[config.mk]
export PLATFORM = sky130hd
export DESIGN_NAME = spi_host_master_flat
export DESIGN_NICKNAME = d
export VERILOG_FILES = /design/src/rtl/spi_host_master_if.sv /design/src/rtl/spi_host_master.sv /design/src/flat_wrapper.sv
export SDC_FILE = /design/constraint.sdc
export NUM_CORES = 1
export LEC_CHECK = 0
export ABC_CLOCK_PERIOD_IN_PS = 1890
export BUFFER_PORTS_ARGS = -buffer_cell sky130_fd_sc_hd__buf_2
export CAP_MARGIN = 10
export CORE_UTILIZATION = 49
export DETAILED_ROUTE_END_ITERATION = 8
export HOLD_SLACK_MARGIN = 0.1
export PLACE_DENSITY_LB_ADDON = 0.05
export RECOVER_POWER = 50
export SLEW_MARGIN = 20
export SYNTH_ARGS = -nofsm -noshare
export SYNTH_HDL_FRONTEND = slang
export SYNTH_SLANG_ARGS = --single-unit
[constraint.sdc]
create_clock -name clk -period 1.89 [get_ports clk]
set_input_delay 0.567 -clock clk [delete_from_list [all_inputs] [get_ports clk]]
set_output_delay 0.567 -clock clk [all_outputs]
set_load 0.01 [all_outputs]
[src/rtl/spi_host_master_if.sv]
// ---------------------------------------------------------------------------
// spi_host_master_if
//   Parallel command bus between a host and the SPI host master.
//   master modport : the command issuer (drives start/cmd/din)
//   slave  modport : spi_host_master (drives ready/busy/done/rd_data/rd_valid)
//   Signals:
//     start    command request, accepted when start && ready
//     cmd      00 wr-addr, 01 wr-data, 10 rd-addr, 11 rd-data
//     din      payload (address or data)
//     ready    a command can be accepted this cycle
//     busy     a frame is in progress
//     done     1-cycle pulse at frame end
//     rd_data  last byte received on a rd-data frame
//     rd_valid 1-cycle pulse with done on rd-data frames
// ---------------------------------------------------------------------------
interface spi_host_master_if #(
    parameter int DATA_W = 8
);
    logic              start;
    logic [1:0]        cmd;
    logic [DATA_W-1:0] din;
    logic              ready;
    logic              busy;
    logic              done;
    logic [DATA_W-1:0] rd_data;
    logic              rd_valid;

    modport master (
        output start, cmd, din,
        input  ready, busy, done, rd_data, rd_valid
    );

    modport slave (
        input  start, cmd, din,
        output ready, busy, done, rd_data, rd_valid
    );
endinterface

[src/rtl/spi_host_master.sv]
// ---------------------------------------------------------------------------
// spi_host_master
//   Host-side SPI master. Serialises parallel RAM commands into frames on
//   SS_n/MOSI (one bit per clk) and, for rd-data commands, collects the reply
//   from MISO after a slave turnaround window.
//   Frame: SEL (MOSI=cmd[1]) -> SHIFT {cmd,din} MSB first -> [WAIT_RD -> RECV]
//          -> GAP (SS_n high, done pulse) -> IDLE or next SEL.
//   Ports:
//     clk     system clock (also the SPI bit clock)
//     rst_n   asynchronous active-low reset
//     cmd_if  command bus (slave modport of spi_host_master_if)
//     SS_n    slave select, active low
//     MOSI    serial data to slave, MSB first
//     MISO    serial data from slave, MSB first, sampled only in RECV
//   Parameters: DATA_W payload width, RD_WAIT turnaround cycles (>=1),
//     GAP inter-frame high cycles (>=1, must not exceed 2+DATA_W+RD_WAIT).
//   Optional feature: define SPI_HOST_MASTER_QUEUE_EN for a one-entry
//     command buffer (ready = buffer empty; a buffered command launches SEL
//     directly from the last GAP cycle).
// ---------------------------------------------------------------------------
module spi_host_master #(
    parameter int DATA_W  = 8,
    parameter int RD_WAIT = 2,
    parameter int GAP     = 1
) (
    input  logic              clk,
    input  logic              rst_n,
    spi_host_master_if.slave  cmd_if,
    output logic              SS_n,
    output logic              MOSI,
    input  logic              MISO
);
    localparam int BODY_W = 2 + DATA_W;
    localparam int CNT_W  = $clog2(BODY_W + RD_WAIT + 1);

    localparam logic [CNT_W-1:0] CNT_ONE    = CNT_W'(1);
    localparam logic [CNT_W-1:0] SHIFT_LAST = CNT_W'(BODY_W - 1);
    localparam logic [CNT_W-1:0] WAIT_LAST  = CNT_W'(RD_WAIT - 1);
    localparam logic [CNT_W-1:0] RECV_LAST  = CNT_W'(DATA_W - 1);
    localparam logic [CNT_W-1:0] GAP_LAST   = CNT_W'(GAP - 1);

    typedef enum logic [2:0] {
        ST_IDLE,
        ST_SEL,
        ST_SHIFT,
        ST_WAIT_RD,
        ST_RECV,
        ST_GAP
    } state_e;

    state_e              state_q, state_d;
    logic [CNT_W-1:0]    cnt_q, cnt_d;
    logic [BODY_W-1:0]   shreg_q, shreg_d;
    logic [1:0]          cmd_q, cmd_d;
    logic [DATA_W-1:0]   rx_q, rx_d;
    logic [DATA_W-1:0]   rd_data_q, rd_data_d;

    logic                ready;
    logic                accept;
    logic                have_cmd;
    logic                launch;
    logic [1:0]          launch_cmd;
    logic [DATA_W-1:0]   launch_din;
    logic                done;
    logic                rd_valid;

`ifdef SPI_HOST_MASTER_QUEUE_EN
    logic                buf_vld_q, buf_vld_d;
    logic [1:0]          buf_cmd_q, buf_cmd_d;
    logic [DATA_W-1:0]   buf_din_q, buf_din_d;

    // A buffered command always has priority over the live inputs; while it
    // is held, ready is low so the two can never compete.
    assign ready      = ~buf_vld_q;
    assign accept     = cmd_if.start && ready;
    assign have_cmd   = buf_vld_q || accept;
    assign launch_cmd = buf_vld_q ? buf_cmd_q : cmd_if.cmd;
    assign launch_din = buf_vld_q ? buf_din_q : cmd_if.din;
`else
    assign ready      = (state_q == ST_IDLE);
    assign accept     = cmd_if.start && ready;
    assign have_cmd   = accept;
    assign launch_cmd = cmd_if.cmd;
    assign launch_din = cmd_if.din;
`endif

    always_comb begin
        state_d   = state_q;
        cnt_d     = cnt_q;
        shreg_d   = shreg_q;
        cmd_d     = cmd_q;
        rx_d      = rx_q;
        rd_data_d = rd_data_q;
        launch    = 1'b0;
        SS_n      = 1'b1;
        MOSI      = 1'b0;
        done      = 1'b0;
        rd_valid  = 1'b0;

        case (state_q)
            ST_IDLE: begin
                launch = have_cmd;
            end
            ST_SEL: begin
                // Path-select bit: cmd[1] is already the shift register MSB,
                // so it is presented here without shifting.
                SS_n    = 1'b0;
                MOSI    = shreg_q[BODY_W-1];
                state_d = ST_SHIFT;
                cnt_d   = '0;
            end
            ST_SHIFT: begin
                SS_n    = 1'b0;
                MOSI    = shreg_q[BODY_W-1];
                shreg_d = {shreg_q[BODY_W-2:0], 1'b0};
                if (cnt_q == SHIFT_LAST) begin
                    cnt_d   = '0;
                    state_d = (cmd_q == 2'b11) ? ST_WAIT_RD : ST_GAP;
                end else begin
                    cnt_d = cnt_q + CNT_ONE;
                end
            end
            ST_WAIT_RD: begin
                SS_n = 1'b0;
                if (cnt_q == WAIT_LAST) begin
                    cnt_d   = '0;
                    state_d = ST_RECV;
                end else begin
                    cnt_d = cnt_q + CNT_ONE;
                end
            end
            ST_RECV: begin
                SS_n = 1'b0;
                rx_d = {rx_q[DATA_W-2:0], MISO};
                if (cnt_q == RECV_LAST) begin
                    // Final bit lands on the same edge that enters GAP, so
                    // rd_data is valid alongside done/rd_valid.
                    rd_data_d = rx_d;
                    cnt_d     = '0;
                    state_d   = ST_GAP;
                end else begin
                    cnt_d = cnt_q + CNT_ONE;
                end
            end
            ST_GAP: begin
                done     = (cnt_q == '0);
                rd_valid = done && (cmd_q == 2'b11);
                if (cnt_q == GAP_LAST) begin
                    cnt_d   = '0;
                    state_d = ST_IDLE;
                    launch  = have_cmd;
                end else begin
                    cnt_d = cnt_q + CNT_ONE;
                end
            end
            default: begin
                state_d = ST_IDLE;
            end
        endcase

        if (launch) begin
            state_d = ST_SEL;
            cmd_d   = launch_cmd;
            shreg_d = {launch_cmd, launch_din};
            cnt_d   = '0;
        end
    end

`ifdef SPI_HOST_MASTER_QUEUE_EN
    always_comb begin
        buf_vld_d = buf_vld_q;
        buf_cmd_d = buf_cmd_q;
        buf_din_d = buf_din_q;
        if (launch && buf_vld_q) begin
            buf_vld_d = 1'b0;
        end
        // A command that cannot launch this cycle is parked in the buffer.
        if (accept && !launch) begin
            buf_vld_d = 1'b1;
            buf_cmd_d = cmd_if.cmd;
            buf_din_d = cmd_if.din;
        end
    end

    always_ff @(posedge clk or negedge rst_n) begin
        if (!rst_n) begin
            buf_vld_q <= 1'b0;
            buf_cmd_q <= '0;
            buf_din_q <= '0;
        end else begin
            buf_vld_q <= buf_vld_d;
            buf_cmd_q <= buf_cmd_d;
            buf_din_q <= buf_din_d;
        end
    end
`endif

    always_ff @(posedge clk or negedge rst_n) begin
        if (!rst_n) begin
            state_q   <= ST_IDLE;
            cnt_q     <= '0;
            shreg_q   <= '0;
            cmd_q     <= '0;
            rx_q      <= '0;
            rd_data_q <= '0;
        end else begin
            state_q   <= state_d;
            cnt_q     <= cnt_d;
            shreg_q   <= shreg_d;
            cmd_q     <= cmd_d;
            rx_q      <= rx_d;
            rd_data_q <= rd_data_d;
        end
    end

    assign cmd_if.ready    = ready;
    assign cmd_if.busy     = (state_q != ST_IDLE);
    assign cmd_if.done     = done;
    assign cmd_if.rd_data  = rd_data_q;
    assign cmd_if.rd_valid = rd_valid;
endmodule

[src/flat_wrapper.sv]
// flat-port wrapper written by rule: the top's interface ports become plain ports
module spi_host_master_flat 
#(
    parameter int DATA_W  = 8,
    parameter int RD_WAIT = 2,
    parameter int GAP     = 1
)
  (clk, rst_n, SS_n, MOSI, MISO, cmd_if_start, cmd_if_cmd, cmd_if_din, cmd_if_ready, cmd_if_busy, cmd_if_done, cmd_if_rd_data, cmd_if_rd_valid);
  spi_host_master_if #(.DATA_W(DATA_W)) cmd_if_i ();
  input  logic clk;
  input  logic rst_n;
  output logic SS_n;
  output logic MOSI;
  input  logic MISO;
  input wire logic [$bits(cmd_if_i.start)-1:0] cmd_if_start;
  input wire logic [$bits(cmd_if_i.cmd)-1:0] cmd_if_cmd;
  input wire logic [$bits(cmd_if_i.din)-1:0] cmd_if_din;
  output wire logic [$bits(cmd_if_i.ready)-1:0] cmd_if_ready;
  output wire logic [$bits(cmd_if_i.busy)-1:0] cmd_if_busy;
  output wire logic [$bits(cmd_if_i.done)-1:0] cmd_if_done;
  output wire logic [$bits(cmd_if_i.rd_data)-1:0] cmd_if_rd_data;
  output wire logic [$bits(cmd_if_i.rd_valid)-1:0] cmd_if_rd_valid;
  assign cmd_if_i.start = cmd_if_start;
  assign cmd_if_i.cmd = cmd_if_cmd;
  assign cmd_if_i.din = cmd_if_din;
  assign cmd_if_ready = cmd_if_i.ready;
  assign cmd_if_busy = cmd_if_i.busy;
  assign cmd_if_done = cmd_if_i.done;
  assign cmd_if_rd_data = cmd_if_i.rd_data;
  assign cmd_if_rd_valid = cmd_if_i.rd_valid;
  spi_host_master #(.DATA_W(DATA_W), .RD_WAIT(RD_WAIT), .GAP(GAP)) u_core (.clk(clk), .rst_n(rst_n), .cmd_if(cmd_if_i), .SS_n(SS_n), .MOSI(MOSI), .MISO(MISO));
endmodule
==> results of run 1 <==
-- critical path: stages, from the launching register on --
cell,delay [ps]
dfrtp_1,410
inv_2,80
ha_4,130
nor3b_4,190
and3_4,210
and3_4,170
buf_6,90
-- worst paths after layout --
| path | cells after the start | endpoint |
|---|---|---|
| worst max-delay path | 6 | cmd_if_rd_valid |
| worst min-delay path | 1 | u_core.cnt_q[0]$_DFFE_PN0P_ |
| worst max register to register | 6 | u_core.cmd_if.rd_data[3]$_DFFE_PN0P_ |
| worst min register to register | 1 | u_core.shreg_q[3]$_DFFE_PN0P_ |
| max in group asynchronous | 2 | u_core.state_q[0]$_DFFE_PN0P_ |
| min in group clk | 3 | u_core.cmd_q[1]$_DFFE_PN0N_ |
-- synth_stat cells, types with 2 or more instances --
cell and count:
dfrtp_1 34, mux2_2 15, nand2_1 12, o21ai_0 9, a22o_1 8, a21o_1 7
nor2_1 5, a21oi_1 4, clkbuf_1 4, inv_1 4, and3_1 3, ha_1 3
mux2i_1 3, nand3_1 3, nand2b_1 2, nor2b_1 2, nor3b_4 2, o21a_1 2
o32a_1 2, xnor2_1 2
-- layout make-up --
class                   count  area (sq um)
multi-input cells          95         764.5
flip-flops and latches     34         854.6
clock buffers               7         55.05
well taps                  44         55.05
fillers                   266          1015
clock inverters             1         5.005
inverters                   4         15.01
repair buffers             52         339.1
-- cells in the final DEF, fill, tap and decap left out, drive strengths merged, types with 2 or more instances in the layout --
cell,instances
inv,4
clkbuf,12
nor3b,3
buf,46
dfrtp,34
mux2i,3
o21ai,9
a22o,8
nor2b,2
nand3,3
ha,3
a21o,7
and3,3
nand2,12
nor2,5
mux2,15
a21oi,4
nand2b,2
o21a,2
o32a,2
xnor2,2
-- layer usage --
layer	share of wire (%)	vias to the layer above	global-route usage [%]
li1	-	611	-
met2	48	23	33.39
met4	1.6	0	7.973
met5	0	-	0
met3	3.3	5	6.550
met1	47	594	26.11
-- metrics by stage --
stage / TNS [ps] / instance area (sq um) / hold slack (ps) / worst slack [ps]
6_report: -432.0 / 2088 / 375.0 / -282.4
5_1_grt: -1023 / 2088 / 426.8 / -348.4
4_1_cts: -450.8 / 2071 / 165.1 / -280.3
3_5_place_dp: -31.23 / 1901 / 466.7 / -31.23
3_3_place_gp: 0 / 1901 / 459.2 / 68.55
2_1_floorplan: 0 / 1622 / 271.4 / 16.75
-- cell families after synthesis --
group | count (synthesis)
AO/OA/AOI/OAI | 37
AND/OR/NAND/NOR | 34
flip-flops | 34
multiplexers | 18
buffers and inverters | 12
XOR/XNOR | 3
adder cells (fa/ha/maj) | 3
-- registers in the layout, summed over array words and instances, names as in the netlist --
name	cells
u_core.cmd_if.rd_data	8
u_core.cmd_q	2
u_core.cnt_q	4
u_core.rx_q	7
u_core.shreg_q	10
u_core.state_q	3
-- power by group through the flow --
stage	Combinational, uW	Sequential, uW	Clock [uW]
after detailed placement	1130	1120	0
after floorplan	804	1060	0
final	1420	1090	413
after global placement	1110	1110	0
after CTS	1390	1090	433
after global routing	1570	1120	467
-- repair_timing --
action                                 CTS  global route
resized for setup                       14             4
pin swaps                                5             2
buffers inserted                         8             2
endpoints found under the hold margin    0             0
setup endpoints to repair                6            10
==> results.txt, run 1 <==
Yosys warning count = 0
Final setup violation count = 2
Adder-Cell Fraction of Synth Area = 2.315%
Layout cell share with drive strength beyond 1 = 41.45%
Worst Setup End Kind = output pin
Gate Count Post-Synth = 141
PortBufs = 27
Slew Limit Fails = 0
Pre-antenna DRT Iters = 4
Residual DRC = 0
Area share of the largest cell type after synthesis = 52.47%
Synth Area in Simple Gates = 11.88%
Reg2reg setup slack = 120 ps
Via Count = 1233
Vert. Die Dim = 59.53 um
Worst Tran Pin Value = 1035 ps
Comb pwr share = 48.5%
XOR/XNOR share of the synthesized area = 1.620%
Avg Cell Area, Syn = 11.50 sq um
Clk pwr share = 14.1%
Core area = 0.003103 sq mm
Net Count, Synth = 158
Largest net degree at the start of global routing = 21
Die area = 0.003543 sq mm
Pwr per Cell Area = 1400 mW/mm^2
Largest family of logic cells by synthesized area = compound AO/OA/AOI/OAI gates
Initial antenna violation count = 0
Layout Skew = 11.11 ps
WP data arrival = 1610 ps
Static leakage = 0.001063 uW
Critical path peak fanout = 2
Post-synthesis mux area share = 12.27%
Vias in the first global route = 1226
Post-synth ARST share = 100.0%
Cell Int Power = 1888 uW
Run status = finished with violations
Cell Count, Final, Fillers Out = 237
Required time worst endpoint = 1320 ps
Clock sink count = 34
Slew headroom = 31.00%
Hold Fails Final Rpt = 0
Yosys reg bits = 34
RSZ-0062 raised after global routing = true
Post-route setup slack = -282.4 ps
Fmax achieved = 0.4603 GHz
Worst vdd ir = 0.0007178 V
Synth Area in Compound Gates = 16.28%
Total Power = 2924 uW
Clock latency on the worst-skew pair = 340 ps
Overflow after GRT = 0
Global-route wire length before repair = 5354 um
EDFF count, synth = 0
Initial Util = 52.26%
Avg Vias per Cell = 5.203
CTS tree = done
Worst R2R Start = u_core.state_q[1]$_DFFE_PN0P_
Worst-path clk slew = 100 ps
Ports = 28
Post-route ant nets = 0
Sequential-to-total area share from yosys stat = 52.47%
Startpoint Class = flip-flop
Clk buf depth = 2
Failing checks = setup timing
Hold crit path type = input pin to asynchronous set/reset pin
DRT iter0 DRCs = 61
Nets = 209
Die W = 59.53 um
Root Buffer = clkbuf_4
Sw Ratio = 35.43%
Total GRT Usage = 20.74%
Seq pwr share = 37.3%
Yosys cell types = 35
Kind of critical path = flip-flop to output pin
N_diodes = 0
Area delta synth->final = 28.78%
Dpl hpwl = 2255 um
DR WL/cell = 13.33 um
Max cap viols = 0
Area leader, netlist = dfrtp_1
TritonCTS Buffers = 5
CP startpoint = u_core.cnt_q[0]$_DFFE_PN0P_
Ys flop type = dfrtp_1
Netlist Area Pre-Place = 0.001622 sq mm
H-tree Lvls = 2
Period utilization = 114.9%
Synth area leaders = dfrtp_1 (52%), mux2_2 (10%), a22o_1 (4.3%), a21o_1 (3.2%), o21ai_0 (2.8%)
Post-Route WL = 3160 um
Placer Congestion = 0.7943
Min Tclk post-route = 2172 ps
Post-CTS Hold Buffers = 0
Row count = 20
Switching Power = 1036 uW
DP Cell Count = 219
Core Util, Final = 67.30%
No activity file was read; power rests on OpenSTA's default activity.
==> inputs of run 2 (changes only) <==
--- a/config.mk
+++ b/config.mk
@@ -6,10 +6,10 @@
 export NUM_CORES = 1
 export LEC_CHECK = 0
 export ABC_CLOCK_PERIOD_IN_PS = 1890
-export BUFFER_PORTS_ARGS = -buffer_cell sky130_fd_sc_hd__buf_2
 export CAP_MARGIN = 10
-export CORE_UTILIZATION = 49
+export CORE_UTILIZATION = 55
 export DETAILED_ROUTE_END_ITERATION = 8
+export DONT_BUFFER_PORTS = 1
 export HOLD_SLACK_MARGIN = 0.1
 export PLACE_DENSITY_LB_ADDON = 0.05
 export RECOVER_POWER = 50
==> results.txt, run 2 (synthesis gave the netlist of run 1 again) <==
Global-route wire length before repair = 5533 um (+3.3%)
Final setup violation count = 3 (+1)
Slew headroom = 44.81% (+14 points)
Avg Vias per Cell = 5.743 (+10%)
Hold crit path type = input pin to flip-flop
Hold Fails Final Rpt = 0 (unchanged)
PortBufs = 0 (-100%)
Area delta synth->final = 26.85%
Root Buffer = clkbuf_4
Failing checks = setup timing
Worst r2r path cells = 11 (+5)
Worst vdd ir = 0.001295 V (+80%)
Layout cell share with drive strength beyond 1 = 41.14% (-0.31 points)
CTS tree = done
Residual DRC = 0 (unchanged)
GR Layer Usage met2 = 34.86% (+1.5 points)
Hold path cells = 2
Die area = 0.003170 sq mm (-11%)
GRT met1 Usage = 31.00% (+4.9 points)
Dpl hpwl = 2132 um (-5.5%)
Initial antenna violation count = 0 (unchanged)
Nets = 191 (-8.6%)
Largest reg by FF count = u_core.shreg_q
Required time worst endpoint = 1320 ps (about the same)
Fill cells = 203 (-24%)
Total GRT Usage = 22.97% (+2.2 points)
DRT iter0 DRCs = 38 (-38%)
Max cap viols = 0 (unchanged)
Clk buf depth = 2 (unchanged)
Most Crowded Layer GR = met2
Kind of critical path = flip-flop to output pin
N_diodes = 0 (unchanged)
DR WL/cell = 15.87 um (+19%)
TritonCTS Buffers = 5 (unchanged)
Pwr per Cell Area = 1581 mW/mm^2 (+13%)
Static leakage = 0.001016 uW (-4.4%)
Post-route setup slack = -222.5 ps (+59.91 ps)
Clock sink count = 34 (unchanged)
Period utilization = 111.8% (-3.2 points)
Via Count = 1183 (-4.1%)
Min Tclk post-route = 2112 ps (-59.91 ps)
RSZ-0062 raised after global routing = true
Area after DPL = 0.001752 sq mm (-7.8%)
Core area = 0.002781 sq mm (-10%)
Fmax achieved = 0.4734 GHz (+2.8%)
Ports = 28 (unchanged)
H-tree Lvls = 2 (unchanged)
Largest register FFs = 10 (unchanged)
Initial Util = 58.30% (+6.0 points)
Post-route ant nets = 0 (unchanged)
Worst Setup End Kind = output pin
Vias in the first global route = 1145 (-6.6%)
Global Route met3 Usage = 7.604% (+1.1 points)
Core Util, Final = 73.95% (+6.7 points)
Most common cell after layout, fill and taps aside = dfrtp_1
Critical path peak fanout = 2 (unchanged)
Vert. Die Dim = 56.30 um (-5.4%)
Setup TNS = -405.0 ps (+27.01 ps)
Worst Tran Pin Value = 827.9 ps (-207.1 ps)
Layout Skew = 9.712 ps (-1.396 ps)
Slew Limit Fails = 0 (unchanged)
Placer Congestion = 0.7753 (-2.4%)
Die W = 56.30 um (-5.4%)
Largest net degree at the start of global routing = 35 (+67%)
Commonest non-fill, non-tap cells in the layout = dfrtp_1 (31), buf_4 (29), mux2_2 (15)
Overflow after GRT = 0 (unchanged)
Post-Layout Inst Area = 0.002057 sq mm (-1.5%)
Row count = 19 (-5.0%)
Post-Route WL = 3269 um (+3.4%)
WP data arrival = 1550 ps (-60 ps)
Run status = finished with violations
Worst-path clk slew = 110 ps (about the same)
Clock latency on the worst-skew pair = 330 ps (about the same)
Pre-antenna DRT Iters = 4 (unchanged)
Startpoint Class = flip-flop
-- run 2: cell count changes in the layout (fill, tap and decap cells not counted), moves of 2 or more --
cell and change:
bufinv_16 +2, buf_2 -21, clkbuf_1 -6, buf_4 +8
-- run 2: path summary, 6_finish.rpt --
path / to / slack [ps] / start
worst max register to register: u_core.state_q[0]$_DFFE_PN0P_ / -40 / u_core.cnt_q[1]$_DFFE_PN0P_
worst min-delay path: u_core.shreg_q[0]$_DFFE_PN0P_ / 350 / cmd_if_din[0]
min in group asynchronous: u_core.cnt_q[2]$_DFFE_PN0P_ / 910 / rst_n
worst max-delay path: cmd_if_rd_valid / -220 / u_core.cnt_q[1]$_DFFE_PN0P_
max in group asynchronous: u_core.state_q[1]$_DFFE_PN0P_ / 410 / rst_n
worst min register to register: u_core.shreg_q[4]$_DFFE_PN0P_ / 490 / u_core.shreg_q[4]$_DFFE_PN0P_
-- run 2: layer usage --
layer,up-vias,part of all wire [%]
met5,-,0
met4,0,2.0
met3,6,4.7
met2,24,48
met1,579,45
li1,574,-
-- run 2: worst max-delay path: stages, from the launching register on --
cell	delay, ps
dfrtp_1	410
inv_2	90
ha_4	120
nor3b_4	190
and3_4	210
and3_4	190
-- run 2: power breakdown --
group,switching [uW],internal (uW),leakage [uW]
combinational,667,804,0.000515
clock,256,414,0.0000554
sequential,169,944,0.000445
-- run 2: timing repair --
item | CTS | global route
hold buffers | 2 | 0
pin swaps | 1 | 7
setup endpoints to repair | 5 | 10
buffers inserted | 6 | 9
endpoints found under the hold margin | 34 | 0
gates cloned | 0 | 0
gates resized for setup | 10 | 11
-- run 2: final cells by class --
type	instances	area, sq um	area share [%]
tap	31	38.79	1.886
inverter	4	15.01	0.7299
multi-input combinational	95	775.7	37.71
clock inverter	3	68.82	3.346
timing repair buffer	34	266.5	12.96
sequential	34	854.6	41.55
clock buffer	5	37.54	1.825
-- run 2: per-stage QoR --
| stage | instances | hold WS [ps] | power, uW | setup WS, ps |
|---|---|---|---|---|
| after floorplan | 141 | 271.4 | 1864 | 16.75 |
| after global placement | 181 | 272.5 | 2173 | 88.55 |
| after detailed placement | 181 | 272.6 | 2207 | 23.18 |
| after CTS | 197 | 340.1 | 3037 | -230.2 |
| after global routing | 206 | 335.1 | 3485 | -301.4 |
| final | 206 | 354.5 | 3253 | -222.5 |
==> inputs of run 3 (changes only) <==
--- a/config.mk
+++ b/config.mk
@@ -5,7 +5,8 @@
 export SDC_FILE = /design/constraint.sdc
 export NUM_CORES = 1
 export LEC_CHECK = 0
-export ABC_CLOCK_PERIOD_IN_PS = 1890
+export ABC_AREA = 1
+export ABC_CLOCK_PERIOD_IN_PS = 2400
 export CAP_MARGIN = 10
 export CORE_UTILIZATION = 55
 export DETAILED_ROUTE_END_ITERATION = 8
==> constraint.sdc (replaced) <==
create_clock -name clk -period 2.4 [get_ports clk]
set_input_delay 0.72 -clock clk [delete_from_list [all_inputs] [get_ports clk]]
set_output_delay 0.72 -clock clk [all_outputs]
set_load 0.01 [all_outputs]
==> results.txt, run 3 <==
DRT iter0 DRCs = 85 (+120%)
Post-Layout Inst Area = 0.002011 sq mm (-2.3%)
Net Count, Synth = 234 (+48%)
Initial antenna violation count = 0 (unchanged)
Largest family of logic cells by synthesized area = simple AND/OR/NAND/NOR gates
Netlist Area Pre-Place = 0.001952 sq mm (+20%)
Hold Fails Final Rpt = 0 (unchanged)
Slew Limit Fails = 34 (+34)
Total Power = 2440 uW (-25%)
Kind of critical path = flip-flop to output pin
Residual DRC = 0 (unchanged)
Area leader, netlist = dfrtp_1
Area delta synth->final = 3.013%
Largest net degree at the start of global routing = 35 (unchanged)
Worst vdd ir = 0.0004988 V (-61%)
Run status = finished with violations
RSZ-0062 raised after global routing = false
Failing checks = capacitance limit, slew limit
Largest register FFs = 10 (unchanged)
Root Buffer = clkbuf_4
Hold Path Origin = u_core.cmd_q[0]$_DFFE_PN0N_
Clk buf depth = 2 (unchanged)
Critical path peak fanout = 7 (+5)
Fill cells = 325 (+60%)
DR WL/cell = 13.19 um (-17%)
Post-route ant nets = 0 (unchanged)
Static leakage = 0.0009918 uW (-2.4%)
Post-synthesis mux area share = 0% (-12 points)
TritonCTS Buffers = 5 (unchanged)
Worst r2r path cells = 5 (-6)
Gate Count Post-Synth = 217 (+54%)
Area after DPL = 0.001942 sq mm (+11%)
Pwr per Cell Area = 1213 mW/mm^2 (-23%)
Yosys cell types = 32 (-8.6%)
H-tree Lvls = 2 (unchanged)
Startpoint Class = flip-flop
Most common cell after layout, fill and taps aside = nand2_1
Pre-antenna DRT Iters = 4 (unchanged)
Placer Congestion = 0.9254 (+19%)
WP data arrival = 1590 ps (+40 ps)
Required time worst endpoint = 1680 ps (+360 ps)
Yosys reg bits = 34 (unchanged)
Initial Util = 58.04% (-0.26 points)
Vert. Die Dim = 61.57 um (+9.4%)
Nets = 237 (+24%)
Sequential-to-total area share from yosys stat = 43.59% (-8.9 points)
Via Count = 1380 (+17%)
Period utilization = 96.24%
Die area = 0.003791 sq mm (+20%)
Largest reg by FF count = u_core.shreg_q
PortBufs = 0 (unchanged)
Avg Cell Area, Syn = 8.995 sq um (-22%)
Synth Area in Simple Gates = 29.81% (+18 points)
Overflow after GRT = 0 (unchanged)
Area share of the largest cell type after synthesis = 43.59% (-8.9 points)
Die W = 61.57 um (+9.4%)
Clock sink count = 34 (unchanged)
EDFF count, synth = 0 (unchanged)
Min Tclk post-route = 2310 ps
Core Util, Final = 59.78% (-14 points)
Hold path cells = 2 (unchanged)
Max cap viols = 1 (+1)
Avg Vias per Cell = 5.169 (-10%)
Fmax achieved = 0.4329 GHz
CTS tree = done
Commonest non-fill, non-tap cells in the layout = nand2_1 (58), dfrtp_1 (33), inv_1 (23)
FF+latch area = 852.1 sq um (-0.29%)
Post-Route WL = 3522 um (+7.7%)
Slew headroom = -0.3893% (-45 points)
Hold crit path type = flip-flop to flip-flop
Area taken by multi-input logic gates = 915.9 sq um (+18%)
Row count = 21 (+2)
Post-synth ARST share = 100.0% (unchanged)
Synth Area in Compound Gates = 14.87% (-1.4 points)
Worst-path clk slew = 100 ps (about the same)
Global-route wire length before repair = 5733 um (+3.6%)
Reg2reg setup slack = 850 ps (+890 ps)
Ports = 28 (unchanged)
Ys flop type = dfrtp_1
Layout Skew = 3.017 ps (-6.695 ps)
Vias in the first global route = 1289 (+13%)
Reg-to-Reg End = u_core.cnt_q[0]$_DFFE_PN0P_
Layout cell share with drive strength beyond 1 = 23.53% (-18 points)
Adder-Cell Fraction of Synth Area = 1.923% (-0.39 points)
Worst R2R Start = u_core.state_q[0]$_DFFE_PN0P_
XOR/XNOR share of the synthesized area = 0.4487% (-1.2 points)
Worst Setup End Kind = output pin
Setup TNS = 0 ps (+405.0 ps)
Post-synth top cells = nand2_1 (57), dfrtp_1 (34), inv_1 (23), nand3_1 (18), nor2_1 (9)
N_diodes = 0 (unchanged)
WHS Endpoint = u_core.cmd_q[0]$_DFFE_PN0N_
Yosys warning count = 0 (unchanged)
Dpl hpwl = 2607 um (+22%)
Count leader, synth = nand2_1
Core area = 0.003363 sq mm (+21%)
Worst Tran Pin Value = 1506 ps (+677.9 ps)
Final setup violation count = 0 (-3)
Synth area leaders = dfrtp_1 (44%), nand2_1 (11%), nand3_1 (4.6%), o221ai_2 (4.6%), inv_1 (4.4%)
Clock latency on the worst-skew pair = 340 ps (about the same)
Total GRT Usage = 21.50% (-1.5 points)
run 3: cell type report:
class | count | area share (%)
well taps | 46 | 2.862
inverters | 30 | 5.725
multi-input cells | 148 | 45.55
flip-flops and latches | 34 | 42.38
clock inverters | 1 | 0.2489
repair buffers | 1 | 0.4978
clock buffers | 7 | 2.738
run 3: report_power, final:
group / leakage (uW) / internal [uW] / switching, uW
Clock: 0.0000353 / 142 / 191
Combinational: 0.000536 / 397 / 766
Sequential: 0.000421 / 782 / 163
run 3: logic make-up (layout without fill, tap and decap cells):
kind of cell / after synthesis / in the layout
AOI/OAI and AO/OA: 35 / 35
xor gates and xnor gates: 1 / 1
adders and majority gates: 3 / 3
buffers and inverters: 35 / 39
DFF: 34 / 34
and+or+nand+nor: 109 / 109
run 3: worst max-delay path by stage:
| stage | cells after the start | slack (ps) | to | from |
|---|---|---|---|---|
| finish | 4 | 90 | cmd_if_done | u_core.cnt_q[0]$_DFFE_PN0P_ |
| global route | 4 | 20 | cmd_if_rd_valid | u_core.cnt_q[0]$_DFFE_PN0P_ |
| CTS | 3 | 70 | MOSI | u_core.state_q[2]$_DFFE_PN0P_ |
| detailed placement | 4 | 370 | cmd_if_rd_valid | u_core.cnt_q[0]$_DFFE_PN0P_ |
| global placement | 2 | 440 | cmd_if_rd_valid | u_core.state_q[2]$_DFFE_PN0P_ |
| floorplan | 4 | 530 | cmd_if_rd_valid | u_core.cnt_q[0]$_DFFE_PN0P_ |
run 3: worst max-delay path, cell delays in order, from the launching register on:
cell and delay, ps:
dfrtp_1 450, inv_1 140, ha_1 170, nand3_1 220, nor2_1 270
run 3: repair_timing:
item	CTS	global route
endpoints found under the hold margin	34	0
endpoints found under the setup margin	1	1
hold buffers	1	0
setup buffers	0	0
gates resized for setup	1	1
run 3: layer usage:
| layer | part of all wire (%) | global-route usage, % |
|---|---|---|
| met5 | 0 | 0 |
| met4 | 2.4 | 11.43 |
| met3 | 3.3 | 4.412 |
| met2 | 50 | 35.18 |
| met1 | 45 | 26.84 |
run 3: through the flow:
stage | hold WS, ps | setup slack [ps] | instances
2_1_floorplan | 424.4 | 529.9 | 217
5_1_grt | 492.6 | 17.49 | 267
4_1_cts | 194.7 | 68.76 | 267
6_report | 488.6 | 90.14 | 267
3_3_place_gp | 425.0 | 436.9 | 258
3_5_place_dp | 424.9 | 370.1 | 258
